<file path="src/rtl/seq_adder_subtractor.sv">
`default_nettype none
// ============================================================================
// Module   : seq_adder_subtractor
// Purpose  : Digit-serial two's-complement adder/subtractor. Each clock it
//            handles DIGIT bits of the WIDTH-bit operands, least significant
//            slice first. The result and its status flags are registered and
//            change only when an operation completes.
// Ports    : CLK    - system clock, rising edge
//            RST_N  - asynchronous active-low reset
//            Start  - request, sampled only while Busy = 0
//            Mode   - 0 = A + B, 1 = A - B (sampled with Start)
//            A, B   - operands (sampled with Start)
//            S      - result register (modulo 2^WIDTH)
//            Cout   - carry out of MSB (subtract: 1 = no borrow)
//            Ovf    - signed overflow (carry into MSB ^ carry out of MSB)
//            Zero   - S == 0
//            Busy   - operation in progress
//            Done   - one-cycle pulse when S and flags are updated
// Params   : WIDTH  - operand/result width, must be a multiple of DIGIT
//            DIGIT  - bits per step; DIGIT = WIDTH gives one-step operation
// Revision : 1.0 - initial release
// ============================================================================
module seq_adder_subtractor #(
  parameter int WIDTH = 16,
  parameter int DIGIT = 4
) (
  input  logic             CLK,
  input  logic             RST_N,
  input  logic             Start,
  input  logic             Mode,
  input  logic [WIDTH-1:0] A,
  input  logic [WIDTH-1:0] B,
  output logic [WIDTH-1:0] S,
  output logic             Cout,
  output logic             Ovf,
  output logic             Zero,
  output logic             Busy,
  output logic             Done
);

  localparam int c_steps = WIDTH / DIGIT;
  localparam int c_idx_w = (c_steps > 1) ? $clog2(c_steps) : 1;
  localparam logic [c_idx_w-1:0] c_last_idx = c_idx_w'(c_steps - 1);

  typedef enum logic [0:0] {
    IDLE = 1'b0,
    RUN  = 1'b1
  } state_t;

  state_t r_state;
  state_t w_state_next;

  // Latched operation and running state
  logic [WIDTH-1:0]   r_a;
  logic [WIDTH-1:0]   r_b;
  logic               r_mode;
  logic               r_carry;
  logic [c_idx_w-1:0] r_idx;
  logic [WIDTH-1:0]   r_acc;

  // Current-slice arithmetic
  logic [DIGIT-1:0]   w_a_slice;
  logic [DIGIT-1:0]   w_b_slice;
  logic [DIGIT:0]     w_sum;
  logic               w_msb_cin;
  logic               w_last;
  logic [WIDTH-1:0]   w_acc_next;

  // --------------------------------------------------------------------------
  // State register
  // --------------------------------------------------------------------------
  always_ff @(posedge CLK or negedge RST_N) begin
    if (!RST_N) begin
      r_state <= IDLE;
    end else begin
      r_state <= w_state_next;
    end
  end

  // --------------------------------------------------------------------------
  // Next state and Busy
  // --------------------------------------------------------------------------
  always_comb begin
    w_state_next = r_state;
    Busy         = 1'b0;
    case (r_state)
      IDLE: begin
        if (Start) begin
          w_state_next = RUN;
        end
      end
      RUN: begin
        Busy = 1'b1;
        if (w_last) begin
          w_state_next = IDLE;
        end
      end
      default: w_state_next = IDLE;
    endcase
  end

  // --------------------------------------------------------------------------
  // Slice adder. Subtraction inverts B and seeds the carry with 1, so the
  // same adder serves both modes.
  // --------------------------------------------------------------------------
  always_comb begin
    w_last     = (r_idx == c_last_idx);
    w_a_slice  = r_a[r_idx*DIGIT +: DIGIT];
    w_b_slice  = r_b[r_idx*DIGIT +: DIGIT] ^ {DIGIT{r_mode}};
    w_sum      = {1'b0, w_a_slice} + {1'b0, w_b_slice} + {{DIGIT{1'b0}}, r_carry};
    // Carry into the slice's top bit recovered from its sum bit; on the final
    // slice this is the carry into bit WIDTH-1.
    w_msb_cin  = w_a_slice[DIGIT-1] ^ w_b_slice[DIGIT-1] ^ w_sum[DIGIT-1];
    w_acc_next = r_acc;
    w_acc_next[r_idx*DIGIT +: DIGIT] = w_sum[DIGIT-1:0];
  end

  // --------------------------------------------------------------------------
  // Datapath and result registers
  // --------------------------------------------------------------------------
  always_ff @(posedge CLK or negedge RST_N) begin
    if (!RST_N) begin
      r_a     <= '0;
      r_b     <= '0;
      r_mode  <= 1'b0;
      r_carry <= 1'b0;
      r_idx   <= '0;
      r_acc   <= '0;
      S       <= '0;
      Cout    <= 1'b0;
      Ovf     <= 1'b0;
      Zero    <= 1'b0;
      Done    <= 1'b0;
    end else begin
      Done <= 1'b0;
      case (r_state)
        IDLE: begin
          if (Start) begin
            r_a     <= A;
            r_b     <= B;
            r_mode  <= Mode;
            r_carry <= Mode;
            r_idx   <= '0;
          end
        end
        RUN: begin
          r_acc   <= w_acc_next;
          r_carry <= w_sum[DIGIT];
          r_idx   <= r_idx + c_idx_w'(1);
          if (w_last) begin
            r_idx <= '0;
            S     <= w_acc_next;
            Cout  <= w_sum[DIGIT];
            Ovf   <= w_msb_cin ^ w_sum[DIGIT];
            Zero  <= (w_acc_next == '0);
            Done  <= 1'b1;
          end
        end
        default: begin
          r_idx <= '0;
        end
      endcase
    end
  end

endmodule
`default_nettype wire

</file>
<file path="config.mk">
export PLATFORM = sky130hd
export DESIGN_NAME = seq_adder_subtractor
export DESIGN_NICKNAME = d
export VERILOG_FILES = /design/src/rtl/seq_adder_subtractor.sv
export SDC_FILE = /design/constraint.sdc
export NUM_CORES = 1
export LEC_CHECK = 0
export ABC_AREA = 1
export ABC_CLOCK_PERIOD_IN_PS = 7400
export CORE_MARGIN = 3
export CORE_UTILIZATION = 49
export DETAILED_ROUTE_END_ITERATION = 10
export PLACE_DENSITY = 0.85
export SYNTH_ARGS = -nofsm -noshare
export SYNTH_HDL_FRONTEND = slang
export SYNTH_SLANG_ARGS = --single-unit
</file>
<file path="constraint.sdc">
create_clock -name CLK -period 7.4 [get_ports CLK]
set_input_delay 1.11 -clock CLK [delete_from_list [all_inputs] [get_ports CLK]]
set_output_delay 1.11 -clock CLK [all_outputs]
set_load 0.02 [all_outputs]
</file>
==> impl_metrics.env, run 1 <==
export IMPL_max_freq_ghz=0.283
export IMPL_postRouteAntennaNets=0
export IMPL_worstSkewPairLatency_ps=350
export IMPL_ctsResizeCount=0
export IMPL_fillCellCount=595
export IMPL_final_common_cell="nand2_1"
export IMPL_multiInputGateArea_um2=1550
export IMPL_ys_ff_latch=73
export IMPL_hold_path_class="flop to flop"
export IMPL_die_x_um=91.8
export IMPL_syn_inst=442
export IMPL_status="completed"
export IMPL_cts_root_buffer="clkbuf_8"
export IMPL_postCtsSetupBuffers=0
export IMPL_gp_congestion=0.907
export IMPL_setup_tns_ps=0
export IMPL_period_share=0.477
export IMPL_syn2layout_area_growth_pct=21.3
export IMPL_p_leak_nw=2.13
export IMPL_path_common_cell="nand2_1"
export IMPL_num_vias=3081
export IMPL_coreArea_um2=6940
export IMPL_drive_gt1_frac=0.0766
export IMPL_rr_startpoint="r_idx[0]"
export IMPL_start_util=0.519
export IMPL_gr_usage_all_layers=0.202
export IMPL_path_buf_inv=1
export IMPL_p_per_area_nw_per_um2=518
export IMPL_h_tree_depth=3
export IMPL_clk_pin_slew_ps=80
export IMPL_r2r_slack_ps=3870
export IMPL_critPathCapture="Zero"
export IMPL_syn_mean_instance_area_um2=8.15
export IMPL_grt_pass1_wl_um=13800
export IMPL_layout_min_cycle_time_ps=3530
export IMPL_antenna_found_initial=0
export IMPL_cts_buffers=9
export IMPL_drc=0
export IMPL_synthesis_area_um2=3600
export IMPL_finalClockSkew_ps=9.29
export IMPL_synth_seq_area_share=0.507
export IMPL_pin_count=57
export IMPL_ys_warn_count=0
export IMPL_rr_endpoint="Zero"
export IMPL_critical_path_required_ps=7690
export IMPL_setup_viol=0
export IMPL_nets=539
export IMPL_die_h_um=91.8
export IMPL_portBuffers=56
export IMPL_rows=30
export IMPL_wirelength_um=7970
export IMPL_grt_pass1_vias=3099
export IMPL_tightest_slew_ps=1000
export IMPL_crit_chain="inv_4 > o21ai_0 > o22ai_1 > xor2_1 > fa_1 > fa_1 > nor2_2 > nand3_1 > nand2_1 > nor2_1 > nand2_1 > nor2_1 > nand2_1 > nor2_1 > nand3_1 > nand2_1"
export IMPL_cts_tree="done"
export IMPL_slew_violations=0
export IMPL_synth_cell_types=38
export IMPL_hold_viol=0
export IMPL_seq_area_um2=1830
export IMPL_clockBufferDepth=2
export IMPL_rr_worst_depth=16
export IMPL_critPathTopFamily="flip-flops"
export IMPL_final_cell_mix="nand2_1, dfrtp_1, clkdlybuf4s50_1"
export IMPL_slowest_delay_ps=1010
export IMPL_vdd_drop_max_mv=0.225
export IMPL_synth_nets=489
export IMPL_first_pass_iters=5
export IMPL_path_class="flop to flop"
export IMPL_dpl_worst_slack_ps=3940
export IMPL_cp_end_kind="flop"
export IMPL_max_cap_viol_count=0
export IMPL_cp_max_fo=30
export IMPL_slew_headroom=0.332
export IMPL_grt_max_degree=74
export IMPL_overflow=0
export IMPL_post_drt_via_cell_ratio=5.20
export IMPL_drt_initial_drc_count=224
export IMPL_cp_arrival_ps=3820
export IMPL_wl_per_cell_um=13.5
export IMPL_critPathLaunch="r_idx[0]"
export IMPL_critPathLaunchType="flop"
export IMPL_dieArea_um2=8420
export IMPL_ctsHoldBuffers=0
export IMPL_setup_slack_ps=3870
export IMPL_cp_depth=16
export IMPL_cts_sinks=73
export IMPL_dp_hpwl_um=5720
export IMPL_cp_slowest_cell="dfrtp_1"
export IMPL_rsz0062_at_grt="false"
export IMPL_n_antenna_cell=0
[layout make-up]
type,count,area share
clock buffers,9,0.0283
multi-input cells,317,0.354
inverters,34,0.0301
well taps,96,0.0275
repair buffers,57,0.129
flip-flops and latches,73,0.418
clock inverters,6,0.0137
[metrics by stage]
| step | instance area, um2 | instances | utilization | total power [mW] | hold slack, ps |
|---|---|---|---|---|---|
| after floorplan | 3600 | 442 | - | 1.63 | 444 |
| after global placement | 4190 | 577 | 0.603 | 1.91 | 463 |
| after detailed placement | 4190 | 577 | 0.603 | 1.96 | 461 |
| after CTS | 4370 | 592 | 0.629 | 2.27 | 481 |
| after global routing | 4370 | 592 | 0.629 | 2.47 | 495 |
| final | 4370 | 592 | 0.629 | 2.26 | 476 |
[flip-flops by register name, indices dropped and copies added (netlist names)]
register	cells
S	16
r_a	16
r_acc	16
r_b	16
r_idx	2
Cout	1
Done	1
Ovf	1
Zero	1
r_carry	1
r_mode	1
r_state	1
[Yosys cell counts]
cell / count / area share
a21oi_1: 3 / 0.0042
a21oi_2: 1 / 0.0024
a31oi_1: 11 / 0.019
a32o_1: 2 / 0.0056
a32oi_1: 1 / 0.0024
buf_2: 5 / 0.0069
buf_4: 3 / 0.0062
buf_6: 2 / 0.0062
clkbuf_1: 8 / 0.0083
clkinv_1: 2 / 0.0021
clkinv_2: 1 / 0.0014
dfrtp_1: 73 / 0.51
fa_1: 2 / 0.011
ha_1: 9 / 0.031
inv_1: 28 / 0.029
inv_2: 2 / 0.0021
inv_4: 1 / 0.0017
mux2_2: 1 / 0.0031
nand2_1: 180 / 0.19
nand2_2: 3 / 0.0052
nand2_4: 1 / 0.0031
nand3_1: 8 / 0.011
nand3_2: 4 / 0.011
nand3b_1: 1 / 0.0021
nand4_1: 3 / 0.0052
nand4_2: 1 / 0.0035
nor2_1: 35 / 0.036
nor2_2: 4 / 0.0069
nor3_2: 1 / 0.0028
o21a_1: 1 / 0.0021
o21ai_0: 29 / 0.040
o21ai_1: 2 / 0.0028
o21ai_2: 1 / 0.0024
o221ai_1: 1 / 0.0024
o22ai_1: 6 / 0.010
o31ai_1: 1 / 0.0021
xnor2_1: 1 / 0.0024
xor2_1: 4 / 0.0097
[layer usage]
metal,GRT usage,part of all wire,vias to the layer above,wire length (um)
met4,0.0953,0.032,0,259
met2,0.337,0.47,120,3780
li1,-,-,1498,-
met5,0,0,-,0
met3,0.0459,0.064,27,510
met1,0.249,0.43,1436,3420
[report_power, final]
group | internal (mW) | total (mW) | leakage (nW) | switching (mW)
sequential | 0.580 | 0.727 | 0.927 | 0.147
combinational | 0.473 | 1.24 | 1.11 | 0.766
clock | 0.152 | 0.299 | 0.0909 | 0.147
total | 1.20 | 2.26 | 2.13 | 1.06
[cells by family (layout without fill, tap and decap cells)]
kind of cell | count (synthesis) | after routing | synth area share
buffers and inverters | 52 | 106 | 0.0642
muxes | 1 | 1 | 0.00312
adders and majority gates | 11 | 11 | 0.0424
DFF | 73 | 73 | 0.507
and+or+nand+nor | 241 | 241 | 0.275
xor gates and xnor gates | 5 | 5 | 0.0122
AOI/OAI and AO/OA | 59 | 59 | 0.0962
[worst min-delay path by stage]
stage / startpoint / end / slack [ps] / depth (start not counted)
3_5_place_dp: r_b[7] / r_b[7] / 460 / 2
6_report: r_b[7] / r_b[7] / 480 / 2
5_1_grt: r_b[7] / r_b[7] / 490 / 2
4_1_cts: r_b[7] / r_b[7] / 480 / 2
2_1_floorplan: r_a[10] / r_a[10] / 440 / 2
3_3_place_gp: r_b[7] / r_b[7] / 460 / 2
[worst reg2reg max path, stage by stage, from the launching register on]
cell and delay (ps):
dfrtp_1 1010, inv_4 240, o21ai_0 230, o22ai_1 110, xor2_1 160, fa_1 410
fa_1 530, nor2_2 60, nand3_1 130, nand2_1 80, nor2_1 90, nand2_1 60
nor2_1 100, nand2_1 50, nor2_1 80, nand3_1 70, nand2_1 60
Note: power is estimated with default switching activity, not from simulation.
==> inputs of run 2 (changes only) <==
Settings changed: ABC_CLOCK_PERIOD_IN_PS 7400 to 3700.
Clock period 7.4 ns to 3.7 ns, I/O delays scaled along.
==> run 2 against run 1 <==
First-iteration DRC count fell by 25%. Register-to-register slack got worse by 3300 ps. Fmax rose by 12%. Largest cell class unchanged. Non-clock buffer count rose by 3. Via count fell by 0.45%. Critical path type unchanged. Final cell count rose by 0.68%. Sequential power rose by 93%. Hold slack got worse by 55 ps. Wire length rose by 0.53%. Global-route usage rose by 0.19 points. Setup slack got worse by 3300 ps.
==> impl_metrics.env, run 2 (same netlist as run 1, synthesis figures left out) <==
export IMPL_max_cap_viol_count=0
export IMPL_syn2layout_area_growth_pct=22.9
export IMPL_cts_root_buffer="clkbuf_8"
export IMPL_fin_area_um2=4430
export IMPL_p_leak_nw=2.17
export IMPL_path_class="flop to flop"
export IMPL_fillCellCount=584
export IMPL_setup_viol=0
export IMPL_layout_min_cycle_time_ps=3160
export IMPL_overflow=0
export IMPL_final_common_cell="nand2_1"
export IMPL_ctsHoldBuffers=0
export IMPL_setup_tns_ps=0
export IMPL_clk_pin_slew_ps=70
export IMPL_n_antenna_cell=0
export IMPL_coreArea_um2=6940
export IMPL_start_util=0.519
export IMPL_place_area_um2=4210
export IMPL_dp_hpwl_um=5810
export IMPL_hold_viol=0
export IMPL_antenna_found_initial=0
export IMPL_vdd_drop_max_mv=0.497
export IMPL_worstSkewPairLatency_ps=360
export IMPL_first_pass_iters=4
export IMPL_multiInputGateArea_um2=1550
export IMPL_postRouteAntennaNets=0
export IMPL_wirelength_um=8010
export IMPL_hold_path_class="primary input to asynchronous set/reset pin"
export IMPL_finalClockSkew_ps=8.82
export IMPL_nets=542
export IMPL_num_vias=3067
export IMPL_drt_initial_drc_count=167
export IMPL_die_x_um=91.8
export IMPL_max_freq_ghz=0.317
export IMPL_cts_buffers=9
export IMPL_post_drt_via_cell_ratio=5.15
export IMPL_cp_max_fo=15
export IMPL_critPathLaunchType="flop"
export IMPL_utilization=0.638
export IMPL_die_h_um=91.8
export IMPL_postCtsSetupBuffers=0
export IMPL_critical_path_required_ps=4000
export IMPL_rows=30
export IMPL_seq_area_um2=1830
export IMPL_rr_worst_depth=14
export IMPL_cp_end_kind="flop"
export IMPL_slew_headroom=0.400
export IMPL_slew_violations=0
export IMPL_cp_arrival_ps=3460
export IMPL_grt_pass1_wl_um=13700
export IMPL_drc=0
export IMPL_status="completed"
export IMPL_pin_count=57
export IMPL_final_cell_mix="nand2_1, dfrtp_1, clkdlybuf4s50_1"
export IMPL_dieArea_um2=8420
export IMPL_setup_slack_ps=541
export IMPL_wl_per_cell_um=13.4
export IMPL_rsz0062_at_grt="false"
export IMPL_cts_tree="done"
export IMPL_grt_max_degree=74
export IMPL_whs_ps=421
export IMPL_clockBufferDepth=2
export IMPL_gp_congestion=0.941
export IMPL_drive_gt1_frac=0.0820
export IMPL_ctsResizeCount=0
export IMPL_grt_pass1_vias=2997
export IMPL_cts_sinks=73
export IMPL_h_tree_depth=3
export IMPL_tightest_slew_ps=900
export IMPL_period_share=0.854
export IMPL_portBuffers=56
export IMPL_p_per_area_nw_per_um2=1040
export IMPL_dpl_worst_slack_ps=703
export IMPL_gr_usage_all_layers=0.204
==> run 2: cell types whose count changed in the layout (fill, tap and decap cells not counted) <==
cell / before / now
buf_4: 1 / 4
clkbuf_1: 0 / 1
clkbuf_8: 9 / 10
clkinvlp_4: 2 / 0
clkinv_2: 4 / 3
clkinv_4: 0 / 1
bufinv_16: 1 / 2
==> run 2: cell type report <==
type | instances | area share
clock buffers | 11 | 0.0319
clock inverters | 5 | 0.0178
inverters | 34 | 0.0297
multi-input cells | 317 | 0.349
flip-flops and latches | 73 | 0.412
well taps | 96 | 0.0271
repair buffers | 60 | 0.132
==> run 2: power breakdown <==
part / internal, mW / switching [mW] / total [mW]
sequential: 1.16 / 0.235 / 1.40
clock: 0.397 / 0.297 / 0.694
combinational: 0.958 / 1.55 / 2.51
total: 2.52 / 2.09 / 4.60
==> run 2: layer usage <==
layer / track usage / vias to the layer above / wire (um)
met1: 0.254 / 1435 / 3360
li1: - / 1512 / -
met5: 0 / - / 0
met3: 0.0435 / 23 / 471
met4: 0.0965 / 0 / 223
met2: 0.339 / 97 / 3960
==> run 2: path summary, 6_finish.rpt <==
kind	from	endpoint	slack, ps
max in group asynchronous	RST_N	S[1]	2710
max reg2reg	r_idx[1]	Zero	540
min reg2reg	S[8]	S[8]	490
min in group CLK	S[8]	S[8]	490
max	r_idx[1]	Zero	540
min	RST_N	r_acc[15]	420
==> run 2: per-stage QoR <==
step | instances | power (mW)
after floorplan | 442 | 3.26
after global placement | 580 | 3.84
after detailed placement | 580 | 3.92
after CTS | 596 | 4.63
after global routing | 596 | 5.04
final | 596 | 4.60
==> run 2: critical path: stages (launching register included) <==
cell and delay, ps:
dfrtp_1 470, inv_1 370, o21ai_0 180, o22ai_1 180
xor2_1 110, fa_1 430, fa_1 540, nor2_2 50
nand2_1 90, nand3_1 110, nor3_2 240, nand2_1 80
nor2_1 120, nand3_1 70, nand2_1 60
==> inputs of run 3 (changes only) <==
Settings changed: DONT_BUFFER_PORTS set to 1, PLACE_DENSITY 0.85 to 0.75.
==> run 3 against run 2 <==
Clock power is 10% higher. Final cell count is 9.6% lower. Critical path depth stayed put. Global-route usage is 0.23 points lower. Wire length is 1.5% lower. Fmax is 1.3% higher. Sequential share of layout area is 5.5 points higher. Combinational power is 13% lower. First-iteration DRC count is 12% higher. Largest power group unchanged. Highest routed layer unchanged.
==> impl_metrics.env, run 3 (same netlist as run 1, synthesis figures left out) <==
export IMPL_drive_gt1_frac=0.0903
export IMPL_path_common_cell="nand2_1"
export IMPL_final_common_cell="nand2_1"
export IMPL_rows=30
export IMPL_cts_root_buffer="clkbuf_8"
export IMPL_rr_startpoint="r_idx[1]"
export IMPL_layout_min_cycle_time_ps=3120
export IMPL_drc=0
export IMPL_wirelength_um=7890
export IMPL_rsz0062_at_grt="false"
export IMPL_coreArea_um2=6940
export IMPL_worstSkewPairLatency_ps=360
export IMPL_die_x_um=91.8
export IMPL_setup_viol=0
export IMPL_dpl_worst_slack_ps=679
export IMPL_place_area_um2=3640
export IMPL_vdd_drop_max_mv=0.482
export IMPL_postRouteAntennaNets=0
export IMPL_clockBufferDepth=2
export IMPL_period_share=0.843
export IMPL_cp_end_kind="flop"
export IMPL_fin_area_um2=3910
export IMPL_start_util=0.519
export IMPL_clk_pin_slew_ps=80
export IMPL_grt_max_degree=74
export IMPL_post_drt_via_cell_ratio=5.24
export IMPL_dieArea_um2=8420
export IMPL_drt_initial_drc_count=187
export IMPL_critical_path_required_ps=4000
export IMPL_p_per_area_nw_per_um2=1150
export IMPL_rr_endpoint="Zero"
export IMPL_slowest_delay_ps=550
export IMPL_grt_pass1_wl_um=13400
export IMPL_die_h_um=91.8
export IMPL_finalClockSkew_ps=11.3
export IMPL_gp_congestion=0.909
export IMPL_hold_path_class="primary input to asynchronous set/reset pin"
export IMPL_h_tree_depth=3
export IMPL_n_antenna_cell=0
export IMPL_critPathLaunchType="flop"
export IMPL_cts_sinks=73
export IMPL_postCtsSetupBuffers=0
export IMPL_cp_max_fo=15
export IMPL_r2r_slack_ps=580
export IMPL_wl_per_cell_um=14.6
export IMPL_critPathLaunch="r_idx[1]"
export IMPL_cp_arrival_ps=3420
export IMPL_dp_hpwl_um=5570
export IMPL_first_pass_iters=5
export IMPL_cts_buffers=9
export IMPL_tightest_slew_ps=811
export IMPL_antenna_found_initial=0
export IMPL_setup_slack_ps=581
export IMPL_grt_pass1_vias=2785
export IMPL_p_leak_nw=1.96
export IMPL_gr_usage_all_layers=0.202
export IMPL_max_freq_ghz=0.321
export IMPL_total_power_mw=4.48
export IMPL_status="completed"
export IMPL_overflow=0
export IMPL_nets=485
export IMPL_slew_violations=0
export IMPL_path_class="flop to flop"
export IMPL_max_cap_viol_count=0
export IMPL_rr_worst_depth=14
export IMPL_setup_tns_ps=0
export IMPL_cp_slowest_cell="fa_1"
export IMPL_hold_viol=0
export IMPL_critPathCapture="Zero"
export IMPL_pin_count=57
export IMPL_num_vias=2826
export IMPL_syn2layout_area_growth_pct=8.44
export IMPL_cts_tree="done"
export IMPL_portBuffers=0
export IMPL_utilization=0.563
export IMPL_slew_headroom=0.456
export IMPL_final_cell_mix="nand2_1, dfrtp_1, nor2_1"
export IMPL_crit_chain="inv_1 > o21ai_0 > o22ai_1 > xor2_1 > fa_1 > fa_1 > nor2_2 > nand2_1 > nand3_1 > nor3_2 > nand2_1 > nor2_1 > nand3_1 > nand2_1"
run 3: cell count changes in the layout (fill, tap and decap cells not counted):
cell             change
buf_4                -2
clkbuf_1             -1
inv_6                +1
clkbuf_8             -1
bufinv_16            +1
clkdlybuf4s50_1     -55
buf_16               +1
buf_2                -1
run 3: critical path: cells and delay by family (launching register included):
kind | cells | cell delay (ps)
AO/OA/AOI/OAI | 2 | 330
adder cells (fa/ha/maj) | 2 | 970
AND/OR/NAND/NOR | 8 | 830
flip-flops | 1 | 470
XOR/XNOR | 1 | 110
buffers and inverters | 1 | 360
run 3: cell type report:
type | count | area (um2)
Fill cell | 621 | 3040
Sequential cell | 73 | 1830
Multi-Input combinational cell | 317 | 1550
Inverter | 34 | 131
Clock buffer | 9 | 124
Tap cell | 96 | 120
Clock inverter | 7 | 118
Timing Repair Buffer | 3 | 42.5
run 3: worst min path at each step:
stage | start | endpoint
2_1_floorplan | RST_N | Cout
4_1_cts | RST_N | Done
6_report | RST_N | Done
3_3_place_gp | RST_N | Done
5_1_grt | RST_N | Done
3_5_place_dp | RST_N | Done
run 3: where the power goes:
group	leakage (nW)	total (mW)	switching (mW)	internal (mW)
logic	0.915	2.19	1.41	0.775
clock network	0.124	0.765	0.317	0.449
registers	0.927	1.52	0.363	1.16
run 3: metal layers:
metal | share of wire | wire, um | GRT usage | vias to the layer above
li1 | - | - | - | 1399
met1 | 0.44 | 3480 | 0.260 | 1327
met3 | 0.059 | 469 | 0.0607 | 10
met4 | 0.013 | 102 | 0.0644 | 0
met2 | 0.49 | 3850 | 0.327 | 90
met5 | 0 | 0 | 0 | -
run 3: timing repair:
action | in CTS | in global routing
endpoints found under the hold margin | 73 | 0
resized for setup | 0 | 0
hold buffers | 1 | 0
run 3: stage by stage:
step | cells | hold slack (ps)
after floorplan | 442 | 259
after global placement | 522 | 263
after detailed placement | 522 | 263
after CTS | 539 | 79.1
after global routing | 539 | 82.4
final | 539 | 76.0
